## config.mk

```make
export PLATFORM = sky130hd
export DESIGN_NAME = uart_rx_ctrl_flat
export DESIGN_NICKNAME = d
export VERILOG_FILES = /design/src/rtl/uart_rx_ctrl_if.sv /design/src/rtl/uart_rx_ctrl.sv /design/src/flat_wrapper.sv
export SDC_FILE = /design/constraint.sdc
export NUM_CORES = 1
export LEC_CHECK = 0
export CAP_MARGIN = 30
export CORE_UTILIZATION = 35
export CTS_BUF_LIST = sky130_fd_sc_hd__clkbuf_4 sky130_fd_sc_hd__clkbuf_8 sky130_fd_sc_hd__clkbuf_16
export DETAILED_ROUTE_END_ITERATION = 7
export MAX_ROUTING_LAYER = met4
export PLACE_DENSITY = 0.56
export SYNTH_ARGS = -nofsm -noshare
export SYNTH_HDL_FRONTEND = slang
export SYNTH_SLANG_ARGS = --single-unit
```

## constraint.sdc

```tcl
create_clock -name clk -period 2.4 [get_ports clk]
set_input_delay 0.48 -clock clk [delete_from_list [all_inputs] [get_ports clk]]
set_output_delay 0.48 -clock clk [all_outputs]
set_load 0.01 [all_outputs]
```

## src/rtl/uart_rx_ctrl_if.sv

```systemverilog
// Signal bundle between the UART RX frame controller and its line/sampler side.
// The master drives the line, configuration and voted bit; the slave is the controller.
interface uart_rx_ctrl_if #(
  parameter int DATA_WIDTH = 8
);
  logic                  RX_in;
  logic [4:0]            prescale;
  logic                  par_en;
  logic                  par_typ;
  logic                  sampled_bit;
  logic [4:0]            edge_cnt;
  logic                  dat_samp_en;
  logic [DATA_WIDTH-1:0] P_DATA;
  logic                  data_valid;
  logic                  par_err;
  logic                  stp_err;
  logic                  strt_glitch;

  modport master (
    output RX_in, prescale, par_en, par_typ, sampled_bit,
    input  edge_cnt, dat_samp_en, P_DATA, data_valid, par_err, stp_err, strt_glitch
  );

  modport slave (
    input  RX_in, prescale, par_en, par_typ, sampled_bit,
    output edge_cnt, dat_samp_en, P_DATA, data_valid, par_err, stp_err, strt_glitch
  );
endinterface

```

## src/rtl/uart_rx_ctrl.sv

```systemverilog
// UART RX frame controller: start detect, oversample edge counting, LSB-first deserialise,
// optional parity and stop checking, with registered one-cycle result strobes.
module uart_rx_ctrl #(
  parameter int DATA_WIDTH = 8
) (
  input  logic          clk,
  input  logic          rst,
  uart_rx_ctrl_if.slave bus
);
  localparam int IDX_W = $clog2(DATA_WIDTH + 1);

  typedef enum logic [2:0] {
    IDLE   = 3'd0,
    START  = 3'd1,
    DATA   = 3'd2,
    PARITY = 3'd3,
    STOP   = 3'd4
  } state_t;

  state_t                state_r;
  state_t                state_s;
  logic [4:0]            edge_cnt_r;
  logic [IDX_W-1:0]      bit_idx_r;
  logic [DATA_WIDTH-1:0] shift_r;
  logic [DATA_WIDTH-1:0] p_data_r;
  logic                  par_flag_r;
  logic                  dat_samp_en_r;
  logic                  data_valid_r;
  logic                  par_err_r;
  logic                  stp_err_r;
  logic                  strt_glitch_r;
  logic                  bb_s;
  logic                  last_bit_s;
  logic                  good_stop_s;

  function automatic logic parity_f(input logic [DATA_WIDTH-1:0] data, input logic odd);
    return (^data) ^ odd;
  endfunction

  assign bb_s        = (state_r != IDLE) && (edge_cnt_r == bus.prescale);
  assign last_bit_s  = (bit_idx_r == IDX_W'(DATA_WIDTH - 1));
  assign good_stop_s = bus.sampled_bit && !par_flag_r;

  // Next-state logic; every state advances only on a bit boundary except IDLE.
  always_comb begin
    state_s = state_r;
    case (state_r)
      IDLE: begin
        if (!bus.RX_in) state_s = START;
        else            state_s = IDLE;
      end
      START: begin
        if (bb_s) state_s = bus.sampled_bit ? IDLE : DATA;
        else      state_s = START;
      end
      DATA: begin
        if (bb_s && last_bit_s) state_s = bus.par_en ? PARITY : STOP;
        else                    state_s = DATA;
      end
      PARITY: begin
        if (bb_s) state_s = STOP;
        else      state_s = PARITY;
      end
      STOP: begin
        if (bb_s) state_s = IDLE;
        else      state_s = STOP;
      end
      default: state_s = IDLE;
    endcase
  end

  // State register; the sampler enable is registered alongside it.
  always_ff @(posedge clk or posedge rst) begin
    if (rst) begin
      state_r       <= IDLE;
      dat_samp_en_r <= 1'b0;
    end else begin
      state_r       <= state_s;
      dat_samp_en_r <= (state_s != IDLE);
    end
  end

  // Oversample edge counter, wrapping at prescale so a bit spans prescale+1 cycles.
  always_ff @(posedge clk or posedge rst) begin
    if (rst) begin
      edge_cnt_r <= 5'd0;
    end else if (state_r == IDLE) begin
      edge_cnt_r <= 5'd0;
    end else if (edge_cnt_r == bus.prescale) begin
      edge_cnt_r <= 5'd0;
    end else begin
      edge_cnt_r <= edge_cnt_r + 5'd1;
    end
  end

  // Deserialiser and parity mismatch flag; both are cleared while waiting for a start.
  always_ff @(posedge clk or posedge rst) begin
    if (rst) begin
      bit_idx_r  <= {IDX_W{1'b0}};
      shift_r    <= {DATA_WIDTH{1'b0}};
      par_flag_r <= 1'b0;
    end else begin
      case (state_r)
        IDLE: begin
          bit_idx_r  <= {IDX_W{1'b0}};
          par_flag_r <= 1'b0;
        end
        DATA: begin
          if (bb_s) begin
            shift_r   <= {bus.sampled_bit, shift_r[DATA_WIDTH-1:1]};
            bit_idx_r <= bit_idx_r + IDX_W'(1);
          end
        end
        PARITY: begin
          if (bb_s) par_flag_r <= (bus.sampled_bit != parity_f(shift_r, bus.par_typ));
        end
        default: begin
        end
      endcase
    end
  end

  // Result strobes are high only for the cycle after the deciding bit boundary.
  always_ff @(posedge clk or posedge rst) begin
    if (rst) begin
      p_data_r      <= {DATA_WIDTH{1'b0}};
      data_valid_r  <= 1'b0;
      par_err_r     <= 1'b0;
      stp_err_r     <= 1'b0;
      strt_glitch_r <= 1'b0;
    end else begin
      data_valid_r  <= 1'b0;
      par_err_r     <= 1'b0;
      stp_err_r     <= 1'b0;
      strt_glitch_r <= 1'b0;
      if (bb_s && (state_r == STOP)) begin
        stp_err_r    <= !bus.sampled_bit;
        par_err_r    <= par_flag_r;
        data_valid_r <= good_stop_s;
        if (good_stop_s) p_data_r <= shift_r;
      end
      if (bb_s && (state_r == START) && bus.sampled_bit) strt_glitch_r <= 1'b1;
    end
  end

  assign bus.edge_cnt    = edge_cnt_r;
  assign bus.dat_samp_en = dat_samp_en_r;
  assign bus.P_DATA      = p_data_r;
  assign bus.data_valid  = data_valid_r;
  assign bus.par_err     = par_err_r;
  assign bus.stp_err     = stp_err_r;
  assign bus.strt_glitch = strt_glitch_r;
endmodule

```

## src/flat_wrapper.sv

```systemverilog
// flat-port wrapper written by rule: the top's interface ports become plain ports
module uart_rx_ctrl_flat 
#(
  parameter int DATA_WIDTH = 8
)
  (clk, rst, bus_RX_in, bus_prescale, bus_par_en, bus_par_typ, bus_sampled_bit, bus_edge_cnt, bus_dat_samp_en, bus_P_DATA, bus_data_valid, bus_par_err, bus_stp_err, bus_strt_glitch);
  uart_rx_ctrl_if #(.DATA_WIDTH(DATA_WIDTH)) bus_i ();
  input  logic clk;
  input  logic rst;
  input wire logic [$bits(bus_i.RX_in)-1:0] bus_RX_in;
  input wire logic [$bits(bus_i.prescale)-1:0] bus_prescale;
  input wire logic [$bits(bus_i.par_en)-1:0] bus_par_en;
  input wire logic [$bits(bus_i.par_typ)-1:0] bus_par_typ;
  input wire logic [$bits(bus_i.sampled_bit)-1:0] bus_sampled_bit;
  output wire logic [$bits(bus_i.edge_cnt)-1:0] bus_edge_cnt;
  output wire logic [$bits(bus_i.dat_samp_en)-1:0] bus_dat_samp_en;
  output wire logic [$bits(bus_i.P_DATA)-1:0] bus_P_DATA;
  output wire logic [$bits(bus_i.data_valid)-1:0] bus_data_valid;
  output wire logic [$bits(bus_i.par_err)-1:0] bus_par_err;
  output wire logic [$bits(bus_i.stp_err)-1:0] bus_stp_err;
  output wire logic [$bits(bus_i.strt_glitch)-1:0] bus_strt_glitch;
  assign bus_i.RX_in = bus_RX_in;
  assign bus_i.prescale = bus_prescale;
  assign bus_i.par_en = bus_par_en;
  assign bus_i.par_typ = bus_par_typ;
  assign bus_i.sampled_bit = bus_sampled_bit;
  assign bus_edge_cnt = bus_i.edge_cnt;
  assign bus_dat_samp_en = bus_i.dat_samp_en;
  assign bus_P_DATA = bus_i.P_DATA;
  assign bus_data_valid = bus_i.data_valid;
  assign bus_par_err = bus_i.par_err;
  assign bus_stp_err = bus_i.stp_err;
  assign bus_strt_glitch = bus_i.strt_glitch;
  uart_rx_ctrl #(.DATA_WIDTH(DATA_WIDTH)) u_core (.clk(clk), .rst(rst), .bus(bus_i));
endmodule
```

==> results of run 1 <==
==> metrics by stage <==
stage | cell area, µm² | setup WS (ns)
6_report | 2120 | 0.284
5_1_grt | 2120 | 0.161
4_1_cts | 2120 | 0.263
3_5_place_dp | 1980 | -0.0435
3_3_place_gp | 1980 | 0.0293
2_1_floorplan | 1600 | 0.345
==> worst max path at each step <==
stage                    start                    to  slack (ns)  cells after the start
3_3_place_gp   bus_prescale[4]  u_core.bus.P_DATA[4]        0.03                      7
5_1_grt        bus_prescale[4]   u_core.bit_idx_r[3]        0.16                      6
3_5_place_dp   bus_prescale[3]  u_core.bus.P_DATA[2]       -0.04                      7
4_1_cts        bus_prescale[3]  u_core.bus.P_DATA[2]        0.26                      7
6_report       bus_prescale[3]  u_core.bus.P_DATA[2]        0.28                      7
2_1_floorplan  bus_prescale[4]  u_core.bus.P_DATA[0]        0.35                      6
==> power groups by stage <==
stage	Combinational (mW)	Clock, mW	Sequential [mW]
after detailed placement	0.417	0	0.721
after global routing	0.467	0.691	0.721
final	0.414	0.651	0.709
after global placement	0.411	0	0.720
after CTS	0.420	0.667	0.709
after floorplan	0.249	0	0.713
==> cell families after synthesis <==
family / synth area share (%)
fa+ha+maj: 1.56
compound gates: 7.50
xor+xnor: 9.30
mux: 10.5
simple gates: 15.2
flops: 53.1
buf+inv: 2.81
==> state kept, by name, summed over array words and instances, names as in the netlist <==
| signal | flops |
|---|---|
| u_core.bus.dat_samp_en | 1 |
| u_core.shift_r | 8 |
| u_core.bus.P_DATA | 8 |
| u_core.bus.stp_err | 1 |
| u_core.bus.data_valid | 1 |
| u_core.bit_idx_r | 4 |
| u_core.state_r | 3 |
| u_core.par_flag_r | 1 |
| u_core.bus.strt_glitch | 1 |
| u_core.bus.edge_cnt | 5 |
| u_core.bus.par_err | 1 |
==> critical path, cell delays in order <==
cell,delay (ns)
clkdlybuf4s50_1,0.43
xnor2_1,0.21
nand3_2,0.11
or2_1,0.29
nor4_4,0.21
buf_4,0.21
mux2_2,0.35
==> per-layer routing <==
metal / share of wire (%) / up-vias / global-route usage (%)
li1: - / 565 / -
met5: 0 / - / -
met4: 2.2 / 0 / 7.33
met1: 46 / 538 / 18.2
met2: 48 / 31 / 24.6
met3: 4.0 / 7 / 3.63
==> final cells by class <==
cell class                      instances  area (µm²)
Timing Repair Buffer                   36         340
Clock buffer                            6        82.6
Sequential cell                        34         851
Inverter                                5        18.8
Multi-Input combinational cell         97         706
Clock inverter                          2        60.1
Tap cell                               52        65.1
Fill cell                             400        2260
==> layout by cell type, fill, tap and decap left out, drive strengths merged <==
master         instances
nand3                  6
nand2                  9
o32ai                  1
mux2                  15
o21bai                 1
xnor2                 15
a21oi                  2
bufinv                 2
or3b                   1
nor3                   6
clkdlybuf4s50         28
xor2                   2
nand4                  1
o2bb2ai                2
buf                    8
ha                     2
nor3b                  1
or3                    2
a21boi                 1
or2                    1
nor2                   8
dfrtp                 34
nand4b                 2
inv                    5
and3                   3
clkbuf                 6
a31o                   1
nand3b                 1
nor4                   2
o21ai                 12
==> qor.txt, run 1 <==
#FFs+latches synth -> 34
crit path DAT -> 2.29 ns
Slew Limit Fails -> 0
cts bufs inserted -> 5
share of the yosys chip area belonging to registers -> 53.1%
io pins -> 29
hold_buf cts -> 0
area grow syn2layout -> 32.6%
DRC violations left -> 0
pin count of the biggest net entering global routing -> 35
initial antenna violation count -> 0
clock sink count -> 34
global-route wire length before repair -> 5660 µm
ANT cells -> 0
ranking of synthesized cells by area -> dfrtp_1, mux2_2, xnor2_1
crit-path max FO -> 9
buffers added on ports -> 28
leak pwr -> 0.905 nW
Skew-Pair Late Insertion Delay -> 0.29 ns
nets -> 192
total of max-cap violations -> 0
status -> finished, final reports clean
Pwr Density -> 836 mW/mm²
iteration-0 DRC count of the detailed router -> 40
number of global-route vias before repair -> 1221
r2r worst-path depth -> 4
Placed Cells -> 224
DPL Wire Length -> 2280 µm
Cell Int Power -> 1.29 mW
RSZ-0062 raised after global routing -> false
Worst Tran Pin Value -> 0.432 ns
antenna viol nets, final -> 0
sequential share of power -> 40.0%
CP Class -> in2reg
Sw Ratio -> 27.4%
Syn Std Cell Area -> 0.00160 mm²
Die Wd -> 69.6 µm
Post-CTS Setup Bufs -> 0
synth unique cells -> 31
FFs w/ async S/R, synth -> 100%
Post-Route Setup TNS -> 0 ns
routed vias/inst -> 4.92
slew margin rel. -> 71.2%
RR Startpoint -> u_core.state_r[0]
Die Y -> 69.6 µm
Vias -> 1141
CP startpoint kind -> input port
gr usage total -> 15.3%
H-tree depth -> 2
Main synth FF type -> dfrtp_1
routability-driven placement congestion ratio -> 0.819
row count -> 24
core footprint -> 0.00438 mm²
Hold Path End -> u_core.bus.P_DATA[5]
clock transition at the registers of the reported paths -> 0.07 ns
WHS -> 0.508 ns
Min-Delay Path Class -> reg2reg
CTS Root Cell -> clkbuf_8
Hold Vio Cnt, Final -> 0
synth warn -> 0
CTS resizes -> 0
starting density of the core -> 36.5%
total power -> 1.77 mW
min-delay src -> u_core.bus.P_DATA[5]
kind of end point of the critical path -> flip-flop
count leader, synth -> dfrtp_1
Hold Path Depth -> 1
layout cell share with drive strength beyond 1 -> 20.0%
syn nets -> 154
Comb power frac -> 23.3%
Sw Pwr -> 0.486 mW
fin cells -> 232
wirelength, routed -> 3200 µm
minimum clock period -> 2.12 ns
post-synth top area share -> 53.1%
FF-to-FF setup slack -> 0.37 ns
Synth area leader -> dfrtp_1
Total Die Area -> 0.00485 mm²
Remaining Overflow, GRT -> 0
Req. time, crit path -> 2.57 ns
Peak Freq -> 473 MHz
synthesized area per cell -> 11.4 µm²
DRT Pass-1 Iters -> 4
Commonest cells post-synth -> dfrtp_1, mux2_2, xnor2_1, o21ai_0, nand2_1
final core occ -> 48.4%
Bufs on Longest Clock Path -> 2
Post-synth EDFFs -> 0
Setup Skew -> 0.00592 ns
cell count after synthesis -> 141
Worst IR Drop VDD -> 0.000333 V
clock share of power -> 36.7%
routed length per placed instance -> 13.8 µm
count of final setup violators -> 0
CTS tree -> done
Final Cycle Share -> 88.2%
worst flop-to-flop path endpoint -> u_core.bit_idx_r[3]
No activity file was read; power rests on OpenSTA's default activity.
==> inputs of run 2 (changes only) <==
Settings changed: SLEW_MARGIN from default to 10.
==> results of run 2 <==
No change in the layout: final DEF, timing and power equal those of run 1.
==> inputs of run 3 (changes only) <==
Settings changed: CAP_MARGIN 30 to 20.
==> results of run 3 <==
No change in the layout: final DEF, timing and power equal those of run 1.
